<file path="src/rtl/alu_cmd_sequencer.sv">
// Byte-stream command sequencer for the 8-bit ALU.
// Frames header/operand bytes, drives the ALU and returns results with flags.
module alu_cmd_sequencer #(
  parameter logic [3:0]  HEADER_TAG = 4'hA,
  parameter int unsigned TIMEOUT    = 255
) (
  input  logic       clk,
  input  logic       rst_n,
  input  logic [7:0] in_data,
  input  logic       in_valid,
  output logic       in_ready,
  output logic [7:0] alu_a,
  output logic [7:0] alu_b,
  output logic [2:0] alu_sel,
  input  logic [7:0] alu_out,
  input  logic       alu_zero,
  input  logic       alu_carry,
  output logic [7:0] res_data,
  output logic [1:0] res_flags,
  output logic       res_valid,
  input  logic       res_ready,
  output logic [7:0] op_count,
  output logic       err
);

  typedef enum logic [2:0] {
    S_IDLE,
    S_GET_A,
    S_GET_B,
    S_EXEC,
    S_HOLD
  } state_e;

  localparam logic [7:0] TO_LAST = 8'(TIMEOUT - 1);

  state_e     state_q, state_d;
  logic [7:0] a_q, a_d;
  logic [7:0] b_q, b_d;
  logic [2:0] sel_q, sel_d;
  logic [7:0] res_q, res_d;
  logic [1:0] flags_q, flags_d;
  logic       rv_q, rv_d;
  logic [7:0] cnt_q, cnt_d;
  logic [7:0] acc_q, acc_d;
  logic [7:0] to_q, to_d;
  logic       err_q, err_d;
  logic       hs;

  function automatic logic is_shift(input logic [2:0] op);
    return (op == 3'b101) || (op == 3'b110);
  endfunction

  assign in_ready = rst_n && ((state_q == S_IDLE) ||
                              (state_q == S_GET_A) ||
                              (state_q == S_GET_B));
  assign hs = in_valid && in_ready;

  always_comb begin
    state_d = state_q;
    a_d     = a_q;
    b_d     = b_q;
    sel_d   = sel_q;
    res_d   = res_q;
    flags_d = flags_q;
    rv_d    = rv_q;
    cnt_d   = cnt_q;
    acc_d   = acc_q;
    to_d    = 8'd0;
    err_d   = 1'b0;
    unique case (state_q)
      S_IDLE: begin
        if (hs) begin
          if (in_data[7:4] != HEADER_TAG) begin
            err_d = 1'b1;
          end else begin
            sel_d = in_data[2:0];
            if (in_data[3]) begin
              a_d     = acc_q;
              state_d = is_shift(in_data[2:0]) ? S_EXEC : S_GET_B;
            end else begin
              state_d = S_GET_A;
            end
          end
        end
      end
      S_GET_A: begin
        if (hs) begin
          a_d = in_data;
          if (is_shift(sel_q)) begin
            b_d     = 8'd0;
            state_d = S_EXEC;
          end else begin
            state_d = S_GET_B;
          end
        end else if (to_q == TO_LAST) begin
          err_d   = 1'b1;
          state_d = S_IDLE;
        end else begin
          to_d = to_q + 8'd1;
        end
      end
      S_GET_B: begin
        if (hs) begin
          b_d     = in_data;
          state_d = S_EXEC;
        end else if (to_q == TO_LAST) begin
          err_d   = 1'b1;
          state_d = S_IDLE;
        end else begin
          to_d = to_q + 8'd1;
        end
      end
      S_EXEC: begin
        res_d   = alu_out;
        flags_d = {alu_carry, alu_zero};
        acc_d   = alu_out;
        cnt_d   = cnt_q + 8'd1;
        rv_d    = 1'b1;
        state_d = S_HOLD;
      end
      S_HOLD: begin
        // Next header waits for the cycle after the result handshake.
        if (rv_q && res_ready) begin
          rv_d    = 1'b0;
          state_d = S_IDLE;
        end
      end
      default: state_d = S_IDLE;
    endcase
  end

  always_ff @(posedge clk or negedge rst_n) begin
    if (!rst_n) begin
      state_q <= S_IDLE;
      a_q     <= 8'd0;
      b_q     <= 8'd0;
      sel_q   <= 3'd0;
      res_q   <= 8'd0;
      flags_q <= 2'd0;
      rv_q    <= 1'b0;
      cnt_q   <= 8'd0;
      acc_q   <= 8'd0;
      to_q    <= 8'd0;
      err_q   <= 1'b0;
    end else begin
      state_q <= state_d;
      a_q     <= a_d;
      b_q     <= b_d;
      sel_q   <= sel_d;
      res_q   <= res_d;
      flags_q <= flags_d;
      rv_q    <= rv_d;
      cnt_q   <= cnt_d;
      acc_q   <= acc_d;
      to_q    <= to_d;
      err_q   <= err_d;
    end
  end

  assign alu_a     = a_q;
  assign alu_b     = b_q;
  assign alu_sel   = sel_q;
  assign res_data  = res_q;
  assign res_flags = flags_q;
  assign res_valid = rv_q;
  assign op_count  = cnt_q;
  assign err       = err_q;

endmodule

</file>
<file path="config.mk">
export PLATFORM = sky130hd
export DESIGN_NAME = alu_cmd_sequencer
export DESIGN_NICKNAME = d
export VERILOG_FILES = /design/src/rtl/alu_cmd_sequencer.sv
export SDC_FILE = /design/constraint.sdc
export NUM_CORES = 1
export LEC_CHECK = 0
export ABC_CLOCK_PERIOD_IN_PS = 2300
export BUFFER_PORTS_ARGS = -buffer_cell sky130_fd_sc_hd__buf_2
export CORE_MARGIN = 2
export CORE_UTILIZATION = 50
export DETAILED_ROUTE_END_ITERATION = 6
export PLACE_DENSITY_LB_ADDON = 0.08
export SKIP_LAST_GASP = 1
export SYNTH_ARGS = -nofsm -noshare
export SYNTH_HDL_FRONTEND = slang
export SYNTH_SLANG_ARGS = --single-unit
</file>
<file path="constraint.sdc">
create_clock -name clk -period 2.3 [get_ports clk]
set_clock_uncertainty 0.2 [all_clocks]
set_input_delay 0.46 -clock clk [delete_from_list [all_inputs] [get_ports clk]]
set_output_delay 0.46 -clock clk [all_outputs]
set_load 0.005 [all_outputs]
</file>
---- Word-level counts from Yosys, hierarchy flattened ----
Cells that the tools add are included.
operators by class
  $add $sub $neg .......................... 2
  multipliers ............................. 0
  div/mod/pow operators ................... 0
  magnitude comparators ................... 0
  equal/unequal tests ..................... 17
  shift-type cells ........................ 0
  muxes and demuxes ....................... 28
  bitwise logic cells ..................... 1
  reductions and logical operators ........ 17
operators with widths
  operator                                       number
  2-to-1 mux 8 bit                               9
  case mux 8 bit (2 select lines)                2
  2-to-1 mux 3 bit                               6
  adder 8 x 1 -> 8 bit, second input constant    2
  == test 3 bit, second input constant           5
  case mux 3 bit (5 select lines)                1
  != test 2 bit, second input constant           6
  == test 8 bit, second input constant           1
  2-to-1 mux 1 bit                               7
  == test 3 x 2 -> 1 bit, second input constant  2
  AND reduction 3 bit                            2
  nonzero test 2 bit                             3
  AND reduction 5 bit                            1
  logical OR 1 bit                               4
  != test 4 bit, second input constant           1
  case mux 1 bit (2 select lines)                2
  AND reduction 4 bit                            1
  == test 3 x 1 -> 1 bit, second input constant  1
  logical AND 1 bit                              3
  zero test 3 bit                                1
  2-to-1 mux 2 bit                               1
  != test 2 x 1 -> 1 bit, second input constant  1
  AND reduction 2 bit                            1
  OR reduction 2 bit                             1
  inverter 1 bit                                 1
storage, ports and cells
  register bits after elaboration ......... 50
  bits in latches ......................... 0
  bits in writable memories ............... 0
  bits in read-only memories .............. 0
  input port bits ......................... 22
  output and inout port bits .............. 40
  logic and storage cells ................. 75
  memories ................................ 0

---- Logic depth before layout (Yosys ltp) ----
Gate-level depths: netlist of run 1.
  depth after elaboration ................. 7
  mapped depth ............................ 6
  gate-level depth less buffers ........... 6

---- Least setup slack after synthesis of run 1 ----
OpenSTA, ideal clock, no wires.
  kind .................................... register to register
  start point ............................. register state_q[2]
  end point ............................... register a_q[0] (netlist: alu_a[0])
  setup time .............................. 0.125 ns
  data arrival time ....................... 1.501 ns
  required time ........................... 1.975 ns
  setup slack ............................. 0.475 ns
  cell stages (with the launch flop) ...... 6
  buffers on the path ..................... 2
  period minus slack after synthesis ...... 1.825 ns
  cell sequence ........................... dfrtp_1 > buf_6 > nor3b_2 > buf_2 > mux2_2 > mux2_2
between the ends
  cells in the longest elaborated chain, start to end .. 7
  elaborated cells between the ends (all ways) .. 14
  classes of those cells .................. eq/ne (6); mux (1); reduce/logical (7)
RTL lines
  item                                                       line        RTL
  from (decl)                                                36          state_e state_q, state_d;
  from (signal assigned)                                     146         state_q <= state_d;
  == test 3 x 1 -> 1 bit or zero test 3 bit (tied branches)  54, 70, 53
  logical OR 1 bit                                           53          assign in_ready = rst_n && ((state_q == S_IDLE) ||
  logical OR 1 bit                                           54          (state_q == S_GET_A) ||
  logical AND 1 bit                                          53
  logical AND 1 bit                                          56          assign hs = in_valid && in_ready;
  != test 2 bit (no line)                                    --
  AND reduction 5 bit (no line)                              --
  to (signal assigned)                                       135         a_q <= 8'd0;
  to (signal assigned)                                       147         a_q <= a_d;
  to (decl)                                                  37          logic [7:0] a_q, a_d;
Several ways; a longest one is shown, not always the timed one.
A chain may end at the register's enable or synchronous reset.

---- Final worst setup path of run 1 ----
  start point ............................. input rst_n
  end point ............................... output in_ready
between the ends
  cells in the longest elaborated chain, start to end .. 1
RTL lines
  item               line  RTL
  from (decl)        8     input logic rst_n,
  logical AND 1 bit  53
  to (decl)          11    output logic in_ready,
Every way passes these cells.

==> results.md, run 1 <==
* Most frequent cells in the layout: buf_2, dfrtp_1, nand2_1, nand3_1, mux2_2
* Synth-to-Final Area Change at 20.47%
* Hold path depth at 3
* CP Cell Sequence: dlygate4sd3_1 -> buf_2 -> buf_6 -> and2_1 -> buf_2
* Flop pwr share at 48.7%
* Total power at 2.760 mW
* Die Y at 72.96 µm
* Worst Path Max Fanout at 17
* Vias at 1837
* Cell Pwr Density at between 900 and 1000 nW/µm²
* Pint at 1.813 mW
* P_leak at 1.390 nW
* Initial core utilization at slightly above 50%
* Worst setup EP type: output port
* Relative slew slack at 67.55%
* CTS tree: built
* R2r endpoint: alu_a[3]
* Share of layout cells above drive strength 1 at 36.05%
* Final Setup Violations at 0
* Final Max Tran Viols at 0
* Core Util, Final at 61.45%
* Clock network power share at a little under a fifth
* Hold path start: alu_out[4]
* Vias in the first global route at 1639
* Final Hold Vio Count at 0
* Final #Nets at 318
* IO Count at 62
* Post-route ant nets at 0
* #FFs+latches synth at 50
* Mapped Nets at 249
* Fillers at 419
* Number of library cell types mapped by synthesis at 37
* RR Startpoint: state_q[2]
* Post-synth EDFFs at 0
* Fin worst setup slack at about 0.1 ns
* Wire per inst at 14.63 µm
* Top delay family on crit path: buffers and inverters
* Die Wd at 72.96 µm
* Comb power frac at between 30 and 40%
* Largest net degree at the start of global routing at 37
* Ys flop type: dfrtp_1
* RSZ-0062 raised after global routing: false
* Cells after Synth at 224
* Most Frequent Cell on Critical Path: buf_2
* Worst Path Arrival at around 1.5 ns
* Switching Share at 34.31%
* Diode count at 0
* Place WS at between 0.15 and 0.2 ns
* Postcts setup bufs at 0
* WS Path Type: primary input to output port
* Synth Cell Area at 2377 µm²
* Root buf cell: clkbuf_8
* Worst VDD drop at roughly 0.45 mV
* Buffers on Ports at 61
* Clock Sinks at 50
* Worst hold endpoint: acc_q[4]
* Fmax at 454.0 MHz
* Core area at 4661 µm²
* Post-detail-place hpwl at 3.666 mm
* Min Tclk post-route at approximately 2.2 ns
* Total wire length at 5.091 mm
* Initial DRC count at 112
* Highest-delay cell along the critical path: dlygate4sd3_1
* Clk slew on worst S/H paths at about 0.1 ns
* DRC Markers at 0
* DRT Pass-1 Iters at 4
* Commonest non-fill, non-tap cell in the layout: buf_2
* Outcome: finished clean
* Total die area at 5322 µm²
* Internal reg-to-reg setup slack at 0.30 ns
* Gpl congestion at 0.8517
* Register area share after synthesis at between 50% and 60%
* Worst path max stage delay at between 0.5 and 0.6 ns
* CP bufs+invs at 4
* Initial antenna violation count at 0
* Via density at 5.279
* TNS Setup at 0 ns
* Async S/R FF share, synth at 100.0%
* Psw at 0.9469 mW
* Worst Reg-to-Reg Cells at 4
* Worst-case clock buffer depth at 2
* Crit path required time at 1.64 ns
* Remaining Overflow, GRT at 0
* Syn_area_per_cell at 10.61 µm²
* Fin crit share at 95.77%
* First-pass GRT wire length at 8.231 mm
* Worst Tran Pin Value at 0.4856 ns
* Hold Crit Class: primary input to flip-flop
* Row count at 25
* Max-cap check violation count at 0
* Total GRT Usage at 20.43%
* CP Launch Type: primary input
* Num CTS Buffers at 5
* H-tree depth at 2
* Ys Warns at 0
* Latest clock arrival within the worst-skew pair at 0.30 ns
[sequential cells by signal, indices dropped and copies added (netlist names)]
| name | flops |
|---|---|
| res_flags | 2 |
| to_q | 8 |
| acc_q | 8 |
| alu_b | 8 |
| op_count | 8 |
| state_q | 3 |
| alu_a | 8 |
| res_valid | 1 |
| err | 1 |
| alu_sel | 3 |
[per-stage QoR]
step / hold slack [ns] / instances / instance area [µm²]
2_1_floorplan: -0.03559 / 224 / 2377
3_3_place_gp: 0.2405 / 339 / 2760
3_5_place_dp: 0.2415 / 339 / 2760
4_1_cts: 0.1186 / 348 / 2860
5_1_grt: 0.1275 / 348 / 2864
6_report: 0.1282 / 348 / 2864
[cell families (layout without fill, tap and decap cells)]
group                    Yosys count  count (layout)  share of synthesized area (%)
buffers and inverters             11              81                          2.737
AND/OR/NAND/NOR                  104             104                          21.69
flip-flops                        50              50                          52.63
multiplexers                      19              19                          9.000
XOR/XNOR                          15              15                          5.526
AO/OA/AOI/OAI                     22              22                          6.842
adder cells (fa/ha/maj)            3               3                          1.579
[synth_stat cells (all sizes together), types with 2 or more instances]
master,count,area (µm²)
ha,3,37.54
and3,2,12.51
a211oi,2,15.01
nor3,3,26.28
nor2,13,48.80
mux2,19,214.0
nand4,3,18.77
buf,9,57.55
xnor2,9,78.83
xor2,6,52.55
nand2,50,190.2
a31oi,2,18.77
nand3,18,90.09
inv,2,7.510
o21a,2,15.01
o21ai,8,40.04
dfrtp,50,1251
nor3b,2,31.28
nand3b,4,30.03
and2,3,18.77
a21oi,5,36.29
[how the worst max path moves through the flow]
stage	from	endpoint	slack, ns	cells after the start
after floorplan	state_q[2]	alu_a[0]	0.47	5
after global placement	in_data[4]	alu_a[2]	0.23	5
after detailed placement	in_data[4]	alu_a[2]	0.19	5
after CTS	rst_n	in_ready	0.03	5
after global routing	rst_n	alu_a[5]	0.01	6
final	rst_n	in_ready	0.1	5
[layout make-up]
class	instances	area (µm²)	area share, %
inverter	2	7.507	0.2621
tap	54	67.56	2.359
sequential	50	1251	43.69
timing repair buffer	71	386.6	13.50
clock inverter	3	21.27	0.7427
clock buffer	5	68.82	2.403
multi-input combinational	163	1061	37.05
[timing repair]
item                                    in CTS  in global routing
hold buffers                                 1                  0
gates resized for setup                      0                  1
endpoints found under the setup margin       0                  1
endpoints found under the hold margin       14                  0
[power by group through the flow]
stage,registers [mW],logic (mW),clock network [mW]
2_1_floorplan,1.32,0.549,0
3_3_place_gp,1.37,0.888,0
3_5_place_dp,1.36,0.901,0
4_1_cts,1.35,0.903,0.536
5_1_grt,1.39,1.01,0.575
6_report,1.34,0.894,0.521
[routing by layer]
layer	track usage [%]	wire length [µm]	vias to the layer above
met5	0	0	-
met4	8.025	87	0
met3	4.282	242	8
met2	30.10	2286	53
met1	29.50	2474	877
li1	-	-	899
[worst register-to-register path, stage by stage, from the launching register on]
cell,delay [ns]
dfrtp_1,0.55
a21oi_4,0.26
nand2_2,0.11
nor3_4,0.38
mux2_2,0.38
(Power assumes the default switching activity.)
==> run 2, diff against run 1 <==
--- a/config.mk
+++ b/config.mk
@@ -11,6 +11,7 @@
 export CORE_UTILIZATION = 50
 export DETAILED_ROUTE_END_ITERATION = 6
 export PLACE_DENSITY_LB_ADDON = 0.08
+export RECOVER_POWER = 100
 export SKIP_LAST_GASP = 1
 export SYNTH_ARGS = -nofsm -noshare
 export SYNTH_HDL_FRONTEND = slang
==> results.md, run 2 (same netlist as run 1, synthesis figures left out) <==
* Outcome: finished clean
* Wire per inst at 14.64 µm (about the same)
* Buffers on Ports at 61 (unchanged)
* Crit path required time at 1.64 ns (about the same)
* First-pass GRT wire length at 8.231 mm (unchanged)
* CP Launch Type: primary input
* Commonest non-fill, non-tap cell in the layout: dfrtp_1
* Max-cap check violation count at 0 (unchanged)
* Core area at 4661 µm² (unchanged)
* DRC Markers at 0 (unchanged)
* Final Max Tran Viols at 0 (unchanged)
* Worst setup EP type: output port
* Via density at 5.244 (-0.65%)
* Vias at 1825 (-0.65%)
* Final #Nets at 318 (unchanged)
* WS Path Type: primary input to output port
* Most frequent cells in the layout: dfrtp_1, nand2_1, buf_2, clkbuf_1
* Final Setup Violations at 0 (unchanged)
* Worst VDD drop at 0.4387 mV (-1.6%)
* P_leak at 1.316 nW (-5.3%)
* RSZ-0062 raised after global routing: false
* CP Cell Sequence: dlygate4sd3_1 -> buf_2 -> buf_6 -> and2_1 -> buf_2
* Synth-to-Final Area Change at 18.05%
* Clock Sinks at 50 (unchanged)
* Diode count at 0 (unchanged)
* DRT Pass-1 Iters at 4 (unchanged)
* Clk slew on worst S/H paths at 0.10 ns (about the same)
* Fmax at 453.5 MHz (about the same)
* H-tree depth at 2 (unchanged)
* Postcts setup bufs at 0 (unchanged)
* Worst Path Max Fanout at 17 (unchanged)
* CTS tree: built
* Hold Crit Class: primary input to flip-flop
* Relative slew slack at 38.88% (-29 points)
* Gpl congestion at 0.8517 (unchanged)
* Largest net degree at the start of global routing at 37 (unchanged)
* Met1 usage at 29.50% (unchanged)
* Total GRT Usage at 20.43% (unchanged)
* Worst path max stage delay at 0.53 ns (about the same)
* Most Frequent Cell on Critical Path: buf_2
* Post-detail-place hpwl at 3.666 mm (unchanged)
* Cell Pwr Density at 962.2 nW/µm² (-0.15%)
* Worst Tran Pin Value at 0.9168 ns (+0.4312 ns)
* Post-route ant nets at 0 (unchanged)
* Final Hold Vio Count at 0 (unchanged)
* Initial DRC count at 96 (-14%)
* IO Count at 62 (unchanged)
* WHS at 0.1266 ns (-0.001649 ns)
* Remaining Overflow, GRT at 0 (unchanged)
* Initial core utilization at 51.01% (unchanged)
* TNS Setup at 0 ns (unchanged)
* Die Y at 72.96 µm (unchanged)
* Row count at 25 (unchanged)
* Worst Path Arrival at 1.54 ns (about the same)
* GR peak layer: met2
* Share of layout cells above drive strength 1 at 27.55% (-8.5 points)
* Fillers at 437 (+4.3%)
* Vias in the first global route at 1639 (unchanged)
* Worst-case clock buffer depth at 2 (unchanged)
* Die Wd at 72.96 µm (unchanged)
* Fin crit share at 95.87% (about the same)
* Global Route met3 Usage at 4.282% (unchanged)
* Total wire length at 5.094 mm (about the same)
* Highest-delay cell along the critical path: dlygate4sd3_1
* Placement Cell Area at 2760 µm² (unchanged)
* Root buf cell: clkbuf_8
* Initial antenna violation count at 0 (unchanged)
* Latest clock arrival within the worst-skew pair at 0.30 ns (about the same)
* Num CTS Buffers at 5 (unchanged)
* GRT met2 Usage at 30.10% (unchanged)
* Final instance area at 2806 µm² (-2.0%)
* Internal reg-to-reg setup slack at 0.24 ns (-0.06 ns)
* Total die area at 5322 µm² (unchanged)
* Min Tclk post-route at 2.205 ns (+0.002152 ns)
[run 2: through the flow]
step	setup WS, ns	instances	util (%)	total power, mW
after floorplan	0.4747	224	-	1.865
after global placement	0.2267	339	59.22	2.253
after detailed placement	0.1900	339	59.22	2.262
after CTS	0.03387	348	61.37	2.787
after global routing	0.007744	348	60.21	2.910
final	0.09508	348	60.21	2.700
[run 2: area by class of cell]
cell class,count,area (µm²),area share [%]
flip-flops and latches,50,1251,44.58
multi-input cells,163,1039,37.00
repair buffers,71,351.6,12.53
clock buffers,5,68.82,2.452
well taps,54,67.56,2.407
clock inverters,3,21.27,0.7579
inverters,2,7.507,0.2675
[run 2: repair_timing]
action,4_1_cts,5_1_grt
resized for setup,0,1
endpoints found under the setup margin,0,1
hold endpoints to repair,14,0
hold buffers,1,0
[run 2: worst paths after layout]
path                              from           to  cells after the start
max                              rst_n     in_ready                      5
min                         alu_out[4]     acc_q[4]                      3
min reg2reg                op_count[7]  op_count[7]                      1
max reg2reg                 state_q[0]     alu_b[2]                      5
min in group asynchronous        rst_n     alu_b[0]                      3
max in group asynchronous        rst_n     alu_a[3]                      4
[run 2: critical path: cells and delay by family]
family | cells | cell delay (ns)
and+or+nand+nor | 1 | 0.14
buffers and inverters | 4 | 0.94
[run 2: power breakdown]
part           internal (mW)  switching [mW]  total, mW
clock network          0.214           0.307      0.521
logic                  0.423           0.412      0.835
registers               1.13           0.218       1.34
total                   1.76           0.937       2.70
[run 2: layer usage]
layer	share of wire, %	up-vias	wire length, µm
met4	1.7	0	87
met3	4.7	8	238
li1	-	900	-
met2	45	55	2275
met1	49	862	2493
met5	0	-	0
==> run 3, diff against run 2 <==
--- a/config.mk
+++ b/config.mk
@@ -6,10 +6,10 @@
 export NUM_CORES = 1
 export LEC_CHECK = 0
 export ABC_CLOCK_PERIOD_IN_PS = 2300
-export BUFFER_PORTS_ARGS = -buffer_cell sky130_fd_sc_hd__buf_2
 export CORE_MARGIN = 2
 export CORE_UTILIZATION = 50
 export DETAILED_ROUTE_END_ITERATION = 6
+export DONT_BUFFER_PORTS = 1
 export PLACE_DENSITY_LB_ADDON = 0.08
 export RECOVER_POWER = 100
 export SKIP_LAST_GASP = 1
==> results.md, run 3 (same netlist as run 1, synthesis figures left out) <==
* Outcome: finished clean
* R2r endpoint: alu_b[7]
* Core area at 4661 µm² (unchanged)
* Die Wd at 72.96 µm (unchanged)
* Fin crit share at 88.96% (-6.9 points)
* WHS at 0.06173 ns (-0.06485 ns)
* Vias at 1631 (-11%)
* Final Setup Violations at 0 (unchanged)
* DRT Pass-1 Iters at 4 (unchanged)
* Initial core utilization at 51.01% (unchanged)
* Final Max Tran Viols at 0 (unchanged)
* Num CTS Buffers at 5 (unchanged)
* Fillers at 430 (-1.6%)
* Worst Setup SP: state_q[1]
* Die Y at 72.96 µm (unchanged)
* Post-detail-place hpwl at 3.715 mm (+1.3%)
* Vias in the first global route at 1615 (-1.5%)
* Worst Path Max Fanout at 10 (-7)
* Final Hold Vio Count at 0 (unchanged)
* Diode count at 0 (unchanged)
* Fmax at 488.7 MHz (+7.8%)
* Worst Reg-to-Reg Cells at 5 (unchanged)
* Worst path max stage delay at 0.56 ns (+0.03 ns)
* Total die area at 5322 µm² (unchanged)
* Final instance area at 2544 µm² (-9.4%)
* RSZ-0062 raised after global routing: false
* Initial antenna violation count at 0 (unchanged)
* IO Count at 62 (unchanged)
* Root buf cell: clkbuf_8
* Highest-delay cell along the critical path: dfrtp_1
* Total wire length at 5.216 mm (+2.4%)
* Worst VDD drop at 0.5096 mV (+16%)
* CP Launch Type: flip-flop
* Gpl congestion at 0.8894 (+4.4%)
* First-pass GRT wire length at 8.155 mm (-0.92%)
* Largest net degree at the start of global routing at 51 (+38%)
* Total GRT Usage at 20.34% (-0.093 points)
* DRC Markers at 0 (unchanged)
* Crit path required time at 2.30 ns (+0.66 ns)
* Clk slew on worst S/H paths at 0.09 ns (about the same)
* Via density at 5.743 (+9.5%)
* WS Path Type: flip-flop to flip-flop
* Hold Crit Class: primary input to flip-flop
* Worst setup EP type: flip-flop
* Worst Tran Pin Value at 1.194 ns (+0.2767 ns)
* CTS tree: built
* Worst-case clock buffer depth at 2 (unchanged)
* Wire per inst at 18.37 µm (+25%)
* H-tree depth at 2 (unchanged)
* TNS Setup at 0 ns (unchanged)
* Min Tclk post-route at 2.046 ns (-0.1588 ns)
* Placement Cell Area at 2432 µm² (-12%)
* Latest clock arrival within the worst-skew pair at 0.30 ns (about the same)
* Initial DRC count at 180 (+88%)
* Synth-to-Final Area Change at 7.000%
* Final #Nets at 255 (-20%)
* Hold path depth at 2 (-1)
* Max-cap check violation count at 0 (unchanged)
* Row count at 25 (unchanged)
* Internal reg-to-reg setup slack at 0.25 ns (about the same)
* Most frequent cells in the layout: nand2_1, dfrtp_1, nand3_1, mux2_2, nor2_1
* P_leak at 1.130 nW (-14%)
* Share of layout cells above drive strength 1 at 17.39% (-10 points)
* CP Cell Sequence: buf_4 -> nor3b_4 -> a31oi_2 -> o21ai_0 -> nand2_1
* Remaining Overflow, GRT at 0 (unchanged)
* Core Util, Final at 54.58% (-5.6 points)
* Buffers on Ports at 0 (-100%)
* Post-route ant nets at 0 (unchanged)
* Setup crit end: alu_b[7]
* Clock Sinks at 50 (unchanged)
* RR Startpoint: state_q[1]
* Worst Path Arrival at 2.04 ns (+0.50 ns)
* Cell Pwr Density at 1029 nW/µm² (+6.9%)
* Relative slew slack at 20.43% (-18 points)
==> run 3: what timing repair did <==
item / CTS / global route
hold buffers: 2 / 0
hold endpoints to repair: 50 / 0
buffers inserted: 0 / 0
resized for setup: 0 / 0
==> run 3: how the worst min path moves through the flow <==
stage          startpoint         to  slack, ns
2_1_floorplan       rst_n   acc_q[0]      -0.04
3_3_place_gp        rst_n  res_valid      -0.03
3_5_place_dp        rst_n  res_valid      -0.03
4_1_cts        alu_out[2]   acc_q[2]       0.05
5_1_grt        alu_out[3]   acc_q[3]       0.06
6_report       alu_out[7]   acc_q[7]       0.06
==> run 3: cell type report <==
type / count / area (µm²) / area share [%]
flip-flops and latches: 50 / 1251 / 49.19
clock inverters: 2 / 38.79 / 1.525
well taps: 54 / 67.56 / 2.656
multi-input cells: 163 / 1052 / 41.37
inverters: 2 / 7.507 / 0.2951
clock buffers: 5 / 68.82 / 2.705
repair buffers: 8 / 57.56 / 2.263
==> run 3: power by group <==
group          internal, mW  switching, mW  total [mW]
registers              1.13          0.277        1.40
clock network         0.320          0.282       0.602
logic                 0.299          0.312       0.611
==> run 3: per-stage QoR <==
| step | power (mW) | setup slack, ns | std cells |
|---|---|---|---|
| final | 2.618 | 0.2538 | 284 |
| after global routing | 2.778 | 0.07889 | 284 |
| after CTS | 2.664 | 0.2965 | 284 |
| after detailed placement | 2.036 | 0.3038 | 275 |
| after global placement | 2.003 | 0.3425 | 275 |
| after floorplan | 1.865 | 0.4747 | 224 |
==> run 3: metal layers <==
layer	wire length, µm	GRT usage, %	vias to the layer above
met5	0	0	-
met3	350	5.939	11
met1	2217	26.33	788
met4	87	7.613	0
li1	-	-	770
met2	2560	32.42	62
==> run 3: worst max-delay path, delay by kind of cell, from the launching register on <==
family                 cells  cell delay (ns)
flip-flops                 1             0.56
AND/OR/NAND/NOR            2             0.53
AO/OA/AOI/OAI              2             0.44
buffers and inverters      1             0.22
